===== src/rtl/id_fetch_buffer_pkg.sv =====
// id_fetch_buffer_pkg: shared constants and entry types for the instruction fetch buffer
package id_fetch_buffer_pkg;
    localparam logic [31:0] NOP_INST = 32'h00000013;
    typedef enum logic [1:0] {IB_FREE, IB_PEND, IB_FULL} ibuf_state_t;
    typedef struct packed {
        ibuf_state_t state;
        logic [31:0] pc;
        logic [31:0] inst;
    } ibuf_entry_t;
endpackage


===== src/rtl/id_fetch_buffer_if.sv =====
// id_fetch_buffer_if: fetch request, imem response, flush and decode handshake bundle; master = fetch/imem/decode side, slave = buffer
interface id_fetch_buffer_if #(
    parameter int DEPTH = 4,
    parameter int DATA_W = 32,
    parameter int ADDR_W = 32
);
    logic req_valid;
    logic [ADDR_W-1:0] req_pc;
    logic req_ready;
    logic imem_resp;
    logic [DATA_W-1:0] imem_rdata;
    logic flush;
    logic dec_valid;
    logic dec_ready;
    logic [DATA_W-1:0] dec_inst;
    logic [ADDR_W-1:0] dec_pc;
    logic [63:0] dec_order;
    logic [$clog2(DEPTH+1)-1:0] count;
    modport master (
        output req_valid, req_pc, imem_resp, imem_rdata, flush, dec_ready,
        input req_ready, dec_valid, dec_inst, dec_pc, dec_order, count
    );
    modport slave (
        input req_valid, req_pc, imem_resp, imem_rdata, flush, dec_ready,
        output req_ready, dec_valid, dec_inst, dec_pc, dec_order, count
    );
endinterface


===== src/rtl/id_fetch_buffer.sv =====
// id_fetch_buffer: DEPTH-entry in-order instruction queue between imem and decode; ports clk, rst_n (async active-low), bus (slave: request, imem response, flush, decode handshake, count)
module id_fetch_buffer
    import id_fetch_buffer_pkg::*;
#(
    parameter int DEPTH = 4,
    parameter int DATA_W = 32,
    parameter int ADDR_W = 32
) (
    input logic clk,
    input logic rst_n,
    id_fetch_buffer_if.slave bus
);
    localparam int IW = $clog2(DEPTH);
    localparam int PW = IW + 1;
    localparam int CW = $clog2(DEPTH + 1);

    ibuf_state_t st_q [DEPTH];
    ibuf_state_t st_d [DEPTH];
    logic [ADDR_W-1:0] pc_q [DEPTH];
    logic [ADDR_W-1:0] pc_d [DEPTH];
    logic [DATA_W-1:0] inst_q [DEPTH];
    logic [DATA_W-1:0] inst_d [DEPTH];
    logic [PW-1:0] alloc_q, alloc_d, fill_q, fill_d, head_q, head_d, used, pend;
    logic [CW-1:0] drop_q, drop_d;
    logic [63:0] order_q, order_d;
    logic dec_valid_q, dec_valid_d;
    logic [DATA_W-1:0] dec_inst_q, dec_inst_d;
    logic [ADDR_W-1:0] dec_pc_q, dec_pc_d;
    logic acc, drain, drop_hit, fill_hit;

    assign used = alloc_q - head_q;
    assign pend = alloc_q - fill_q;
    assign bus.req_ready = (used < PW'(DEPTH)) && !bus.flush;
    assign acc = bus.req_valid && bus.req_ready;
    assign drain = dec_valid_q && bus.dec_ready;
    assign drop_hit = bus.imem_resp && (drop_q != '0);
    assign fill_hit = bus.imem_resp && (drop_q == '0) && (pend != '0);

    always_comb begin
        st_d = st_q;
        pc_d = pc_q;
        inst_d = inst_q;
        alloc_d = alloc_q + PW'(acc);
        fill_d = fill_q + PW'(fill_hit);
        head_d = head_q + PW'(drain);
        drop_d = drop_q - CW'(drop_hit);
        order_d = order_q + 64'(drain);
        if (acc) begin
            st_d[alloc_q[IW-1:0]] = IB_PEND;
            pc_d[alloc_q[IW-1:0]] = bus.req_pc;
        end
        if (fill_hit) begin
            st_d[fill_q[IW-1:0]] = IB_FULL;
            inst_d[fill_q[IW-1:0]] = bus.imem_rdata;
        end
        if (drain)
            st_d[head_q[IW-1:0]] = IB_FREE;
        // a response landing on a pending entry in the flush cycle is already consumed, so only the rest are owed
        if (bus.flush) begin
            for (int i = 0; i < DEPTH; i++)
                st_d[i] = IB_FREE;
            fill_d = alloc_q;
            head_d = alloc_q;
            drop_d = drop_d + CW'(pend - PW'(fill_hit));
        end
        dec_valid_d = st_d[head_d[IW-1:0]] == IB_FULL;
        dec_inst_d = dec_valid_d ? inst_d[head_d[IW-1:0]] : DATA_W'(NOP_INST);
        dec_pc_d = dec_valid_d ? pc_d[head_d[IW-1:0]] : '0;
    end

    always_ff @(posedge clk or negedge rst_n) begin
        if (!rst_n) begin
            for (int i = 0; i < DEPTH; i++) begin
                st_q[i] <= IB_FREE;
                pc_q[i] <= '0;
                inst_q[i] <= '0;
            end
            alloc_q <= '0;
            fill_q <= '0;
            head_q <= '0;
            drop_q <= '0;
            order_q <= '0;
            dec_valid_q <= 1'b0;
            dec_inst_q <= DATA_W'(NOP_INST);
            dec_pc_q <= '0;
        end else begin
            st_q <= st_d;
            pc_q <= pc_d;
            inst_q <= inst_d;
            alloc_q <= alloc_d;
            fill_q <= fill_d;
            head_q <= head_d;
            drop_q <= drop_d;
            order_q <= order_d;
            dec_valid_q <= dec_valid_d;
            dec_inst_q <= dec_inst_d;
            dec_pc_q <= dec_pc_d;
        end
    end

    assign bus.dec_valid = dec_valid_q;
    assign bus.dec_inst = dec_inst_q;
    assign bus.dec_pc = dec_pc_q;
    assign bus.dec_order = order_q;
    assign bus.count = CW'(used);

    // a response with nothing outstanding is a memory-side protocol error
    assert property (@(posedge clk) disable iff (!rst_n) bus.imem_resp |-> (drop_q != '0 || pend != '0));
endmodule


===== src/flat_wrapper.sv =====
// flat-port wrapper written by rule: the top's interface ports become plain ports
module id_fetch_buffer_flat import id_fetch_buffer_pkg::*;
#(
    parameter int DEPTH = 4,
    parameter int DATA_W = 32,
    parameter int ADDR_W = 32
)
  (clk, rst_n, bus_req_valid, bus_req_pc, bus_imem_resp, bus_imem_rdata, bus_flush, bus_dec_ready, bus_req_ready, bus_dec_valid, bus_dec_inst, bus_dec_pc, bus_dec_order, bus_count);
  id_fetch_buffer_if #(.DEPTH(DEPTH), .DATA_W(DATA_W), .ADDR_W(ADDR_W)) bus_i ();
  input logic clk;
  input logic rst_n;
  input wire logic [$bits(bus_i.req_valid)-1:0] bus_req_valid;
  input wire logic [$bits(bus_i.req_pc)-1:0] bus_req_pc;
  input wire logic [$bits(bus_i.imem_resp)-1:0] bus_imem_resp;
  input wire logic [$bits(bus_i.imem_rdata)-1:0] bus_imem_rdata;
  input wire logic [$bits(bus_i.flush)-1:0] bus_flush;
  input wire logic [$bits(bus_i.dec_ready)-1:0] bus_dec_ready;
  output wire logic [$bits(bus_i.req_ready)-1:0] bus_req_ready;
  output wire logic [$bits(bus_i.dec_valid)-1:0] bus_dec_valid;
  output wire logic [$bits(bus_i.dec_inst)-1:0] bus_dec_inst;
  output wire logic [$bits(bus_i.dec_pc)-1:0] bus_dec_pc;
  output wire logic [$bits(bus_i.dec_order)-1:0] bus_dec_order;
  output wire logic [$bits(bus_i.count)-1:0] bus_count;
  assign bus_i.req_valid = bus_req_valid;
  assign bus_i.req_pc = bus_req_pc;
  assign bus_i.imem_resp = bus_imem_resp;
  assign bus_i.imem_rdata = bus_imem_rdata;
  assign bus_i.flush = bus_flush;
  assign bus_i.dec_ready = bus_dec_ready;
  assign bus_req_ready = bus_i.req_ready;
  assign bus_dec_valid = bus_i.dec_valid;
  assign bus_dec_inst = bus_i.dec_inst;
  assign bus_dec_pc = bus_i.dec_pc;
  assign bus_dec_order = bus_i.dec_order;
  assign bus_count = bus_i.count;
  id_fetch_buffer #(.DEPTH(DEPTH), .DATA_W(DATA_W), .ADDR_W(ADDR_W)) u_core (.clk(clk), .rst_n(rst_n), .bus(bus_i));
endmodule

===== config.mk =====
export PLATFORM = sky130hd
export DESIGN_NAME = id_fetch_buffer_flat
export DESIGN_NICKNAME = d
export VERILOG_FILES = /design/src/rtl/id_fetch_buffer_pkg.sv /design/src/rtl/id_fetch_buffer_if.sv /design/src/rtl/id_fetch_buffer.sv /design/src/flat_wrapper.sv
export SDC_FILE = /design/constraint.sdc
export NUM_CORES = 1
export LEC_CHECK = 0
export ABC_AREA = 1
export BUFFER_PORTS_ARGS = -buffer_cell sky130_fd_sc_hd__buf_2
export CORE_MARGIN = 2
export CORE_UTILIZATION = 40
export CTS_CLUSTER_DIAMETER = 100
export DETAILED_ROUTE_END_ITERATION = 12
export PLACE_DENSITY = 0.58
export SLEW_MARGIN = 20
export SYNTH_ARGS = -nofsm -noshare
export SYNTH_HDL_FRONTEND = slang
export SYNTH_SLANG_ARGS = --single-unit

===== constraint.sdc =====
create_clock -name clk -period 3 [get_ports clk]
set_input_delay 0.6 -clock clk [delete_from_list [all_inputs] [get_ports clk]]
set_output_delay 0.6 -clock clk [all_outputs]
set_load 0.01 [all_outputs]

==> results.sh <==
export IMPL_die_height_um=224
export IMPL_pwr_share_seq_pct=37.2
export IMPL_gpl_final_weighted_congestion=0.913
export IMPL_drt_wirelength_per_cell_um=15.7
export IMPL_cts_htree_levels=2
export IMPL_clkTransAtPathRegs_ns=0.06
export IMPL_power_density_cell_area_nw_per_um2=1010
export IMPL_timing_clock_skew_ns=0.0152
export IMPL_worst_path_max_fanout=2
export IMPL_path_class="flop to flop"
export IMPL_setup_slack_after_layout_ns=0.100
export IMPL_post_synth_inst_count=2347
export IMPL_vias_post_dr=15896
export IMPL_period_share_pct=96.7
export IMPL_sequential_fraction_of_the_synthesis_area_pct=52.5
export IMPL_crit_chain="inv_2 -> ha_2 -> fa_1 -> nand2_1 -> inv_2 -> nand3_4 -> nand2_2 -> inv_2 -> ha_1 -> inv_1 -> ha_2 -> fa_2 -> xor2_2 -> or2_4 -> nand3_2 -> xor2_1"
export IMPL_critPathMaxStageDelay_ns=0.50
export IMPL_number_of_antenna_violations_at_the_first_check_in_global_routing=2
export IMPL_yosys_warnings=0
export IMPL_postSynthRegisterBits=405
export IMPL_drive_gt1_share_pct=14.5
export IMPL_combPwrFrac_pct=38.2
export IMPL_instances_no_fill=3200
export IMPL_clock_latency_ns=0.58
export IMPL_ys_top_cells_by_count="586 x nand2_1, 402 x dfrtp_1, 387 x inv_1"
export IMPL_synth_cell_area_um2=19300
export IMPL_timing_critical_path_from="u_core.alloc_q[0]"
export IMPL_setup_worst_path_end_class="flop"
export IMPL_clock_sinks=405
export IMPL_synth_net_count=2435
export IMPL_synth_edf_count=0
export IMPL_clk_root_buffer_cell="clkbuf_16"
export IMPL_core_area_um2=47600
export IMPL_leakage_nw=11.6
export IMPL_post_synth_top_area_fraction_pct=52.1
export IMPL_postSynth_topFlopCell="dfrtp_1"
export IMPL_number_of_maximum_capacitance_constraint_violations=0
export IMPL_antenna_cells_inserted=0
export IMPL_switchingPower_w=0.00855
export IMPL_period_needed_ns=2.90
export IMPL_status="finished clean"
export IMPL_worstMarginPinSlew_ns=0.827
export IMPL_initial_utilization_pct=40.5
export IMPL_cp_data_arrival_time_ns=3.39
export IMPL_die_width_um=224
export IMPL_overflow_after_grt=0
export IMPL_dp_hpwl_um=31900
export IMPL_irDropWorstVdd_mv=0.512
export IMPL_grt_max_degree=90
export IMPL_timing_critical_path_buf_inv=4
export IMPL_synth_async_reset_ratio_pct=100
export IMPL_min_delay_path_class="input pin to async pin"
export IMPL_final_max_slew_violation_count=0
export IMPL_dr_pass1_iters=5
export IMPL_r2r_start="u_core.alloc_q[0]"
export IMPL_ios=203
export IMPL_drcViolationCount=0
export IMPL_synth_area_per_cell_um2=8.22
export IMPL_synth_area_leader_cell="dfrtp_1"
export IMPL_placement_io_buffers=202
export IMPL_register_area_um2=10100
export IMPL_number_of_global_route_vias_before_repair=15494
export IMPL_swShare_pct=37.2
export IMPL_tritoncts="done"
export IMPL_cp_start_kind="flop"
export IMPL_unrepaired_setup_endpoints_after_global_routing="true"
export IMPL_drt_iter0_drc=1137
export IMPL_core_rowCount=80
export IMPL_cp_data_required_time_ns=3.49
export IMPL_grt_pass1_wl_um=82000
export IMPL_synth_most_common_cell="nand2_1"
export IMPL_setup_violations=0
export IMPL_cts_max_path_buffers=3
export IMPL_cts_buffers=47
export IMPL_grt_total_usage_pct=20.3
export IMPL_post_cts_hold_buffer_count=0
export IMPL_total_die_area_um2=50000
export IMPL_placedCellCount=3109
export IMPL_place_ws_ns=-0.0282
export IMPL_crit_family="adder cells"
export IMPL_totalWireLength_um=50300
export IMPL_nNetsFinal=2638
export IMPL_worst_path_max_delay_cell="fa_1"
export IMPL_worst_slew_margin_pct=44.9
export IMPL_path_common_cell="inv_2"
export IMPL_p_int_w=0.0144
export IMPL_route_antenna_remaining_nets=0
export IMPL_synth_cell_types=38
export IMPL_achievable_freq_mhz=345
export IMPL_pwr_share_clk_pct=24.6
export IMPL_area_delta_synth_final_pct=18.3
export IMPL_filler_cell_count=4570
export IMPL_hold_viol=0
export IMPL_avgViaCountPerCell=4.97
export IMPL_area_taken_by_multi_input_logic_gates_um2=7210
export IMPL_post_synth_main_area_contributors="dfrtp_1 52%, nand2_1 11%, inv_1 7.5%"
-- routing by layer --
| metal | track usage [%] | part of all wire (%) |
|---|---|---|
| met1 | 28.2 | 47 |
| met2 | 32.8 | 46 |
| met3 | 3.86 | 4.6 |
| met4 | 5.10 | 2.1 |
| met5 | 0 | 0.056 |
-- layout by cell type (no fill, tap or decap), drive strengths merged, types with 2 or more instances in the layout --
master | Yosys | routed
o21ai | 256 | 256
clkbuf | 57 | 66
nand3b | 4 | 4
nand2 | 589 | 589
fa | 3 | 3
ha | 15 | 15
nor2 | 144 | 144
nor3 | 24 | 24
o211ai | 121 | 121
buf | 57 | 268
inv | 388 | 390
or2 | 2 | 2
dfstp | 3 | 3
nand3 | 167 | 167
bufinv | 0 | 4
a31oi | 4 | 4
nor4 | 9 | 9
dfrtp | 402 | 402
a21oi | 2 | 2
xor2 | 40 | 40
nand4 | 28 | 28
a21boi | 3 | 3
clkinv | 1 | 13
xnor2 | 27 | 27
-- cell type report --
class                      instances  area share, %
sequential                       405           44.4
multi-input combinational       1439           31.6
timing repair buffer             268           7.74
inverter                         389           6.40
clock buffer                      66           5.68
tap                              615           3.37
clock inverter                    18          0.849
-- registers in the layout, indices dropped and copies added, names as in the netlist --
signal,count
u_core.inst_q,128
u_core.fill_q,3
u_core.head_q,3
u_core.bus.dec_inst,32
u_core.bus.dec_valid,1
u_core.bus.dec_pc,32
u_core.st_q,8
u_core.bus.dec_order,64
u_core.pc_q,128
u_core.drop_q,3
u_core.alloc_q,3
-- timing repair --
action / in CTS / in global routing
resized for setup: 3 / 4
buffers inserted: 1 / 6
pin swaps: 3 / 6
setup endpoints to repair: 1 / 5
-- path summary, 6_finish.rpt --
check | endpoint | slack, ns | cells past startpoint
min in group clk | u_core.inst_q[33] | 0.30 | 3
worst min-delay path | u_core.bus.dec_order[21] | 0.11 | 1
worst min register to register | u_core.bus.dec_order[63] | 0.47 | 1
worst max register to register | u_core.drop_q[2] | 0.10 | 16
worst max-delay path | u_core.drop_q[2] | 0.10 | 16
max in group asynchronous | u_core.inst_q[67] | 2.14 | 2
-- worst reg2reg max path, stage by stage, from the launching register on --
cell	delay (ns)
dfrtp_1	0.36
inv_2	0.05
ha_2	0.18
fa_1	0.50
nand2_1	0.07
inv_2	0.06
nand3_4	0.06
nand2_2	0.07
inv_2	0.04
ha_1	0.26
inv_1	0.04
ha_2	0.17
fa_2	0.37
xor2_2	0.16
or2_4	0.23
nand3_2	0.06
xor2_1	0.14
-- metrics by stage --
step / cell area, um^2 / setup TNS [ns] / hold WS, ns / util [%] / power [W]
after detailed placement: 21300 / -0.0282 / 0.463 / 44.6 / 0.0172
after global routing: 22800 / -0.0356 / 0.139 / 47.9 / 0.0249
final: 22800 / 0 / 0.112 / 47.9 / 0.0230
after CTS: 22800 / 0 / 0.106 / 47.8 / 0.0231
after floorplan: 19300 / 0 / 0.304 / - / 0.0145
after global placement: 21300 / 0 / 0.458 / 44.6 / 0.0170
-- kinds of logic after synthesis --
logic type               share of synthesized area [%]
buffers and inverters                             10.4
adder cells (fa/ha/maj)                           1.28
XOR/XNOR                                          3.04
flip-flops                                        52.5
AO/OA/AOI/OAI                                     11.7
AND/OR/NAND/NOR                                   21.1
-- power by group through the flow --
stage / Clock, W / Sequential [W] / Combinational, W
after detailed placement: 0 / 0.00861 / 0.00859
final: 0.00565 / 0.00855 / 0.00877
after CTS: 0.00580 / 0.00856 / 0.00873
after global routing: 0.00603 / 0.00879 / 0.0100
after global placement: 0 / 0.00854 / 0.00842
after floorplan: 0 / 0.00865 / 0.00581
Power figures use the tool's default switching activity.
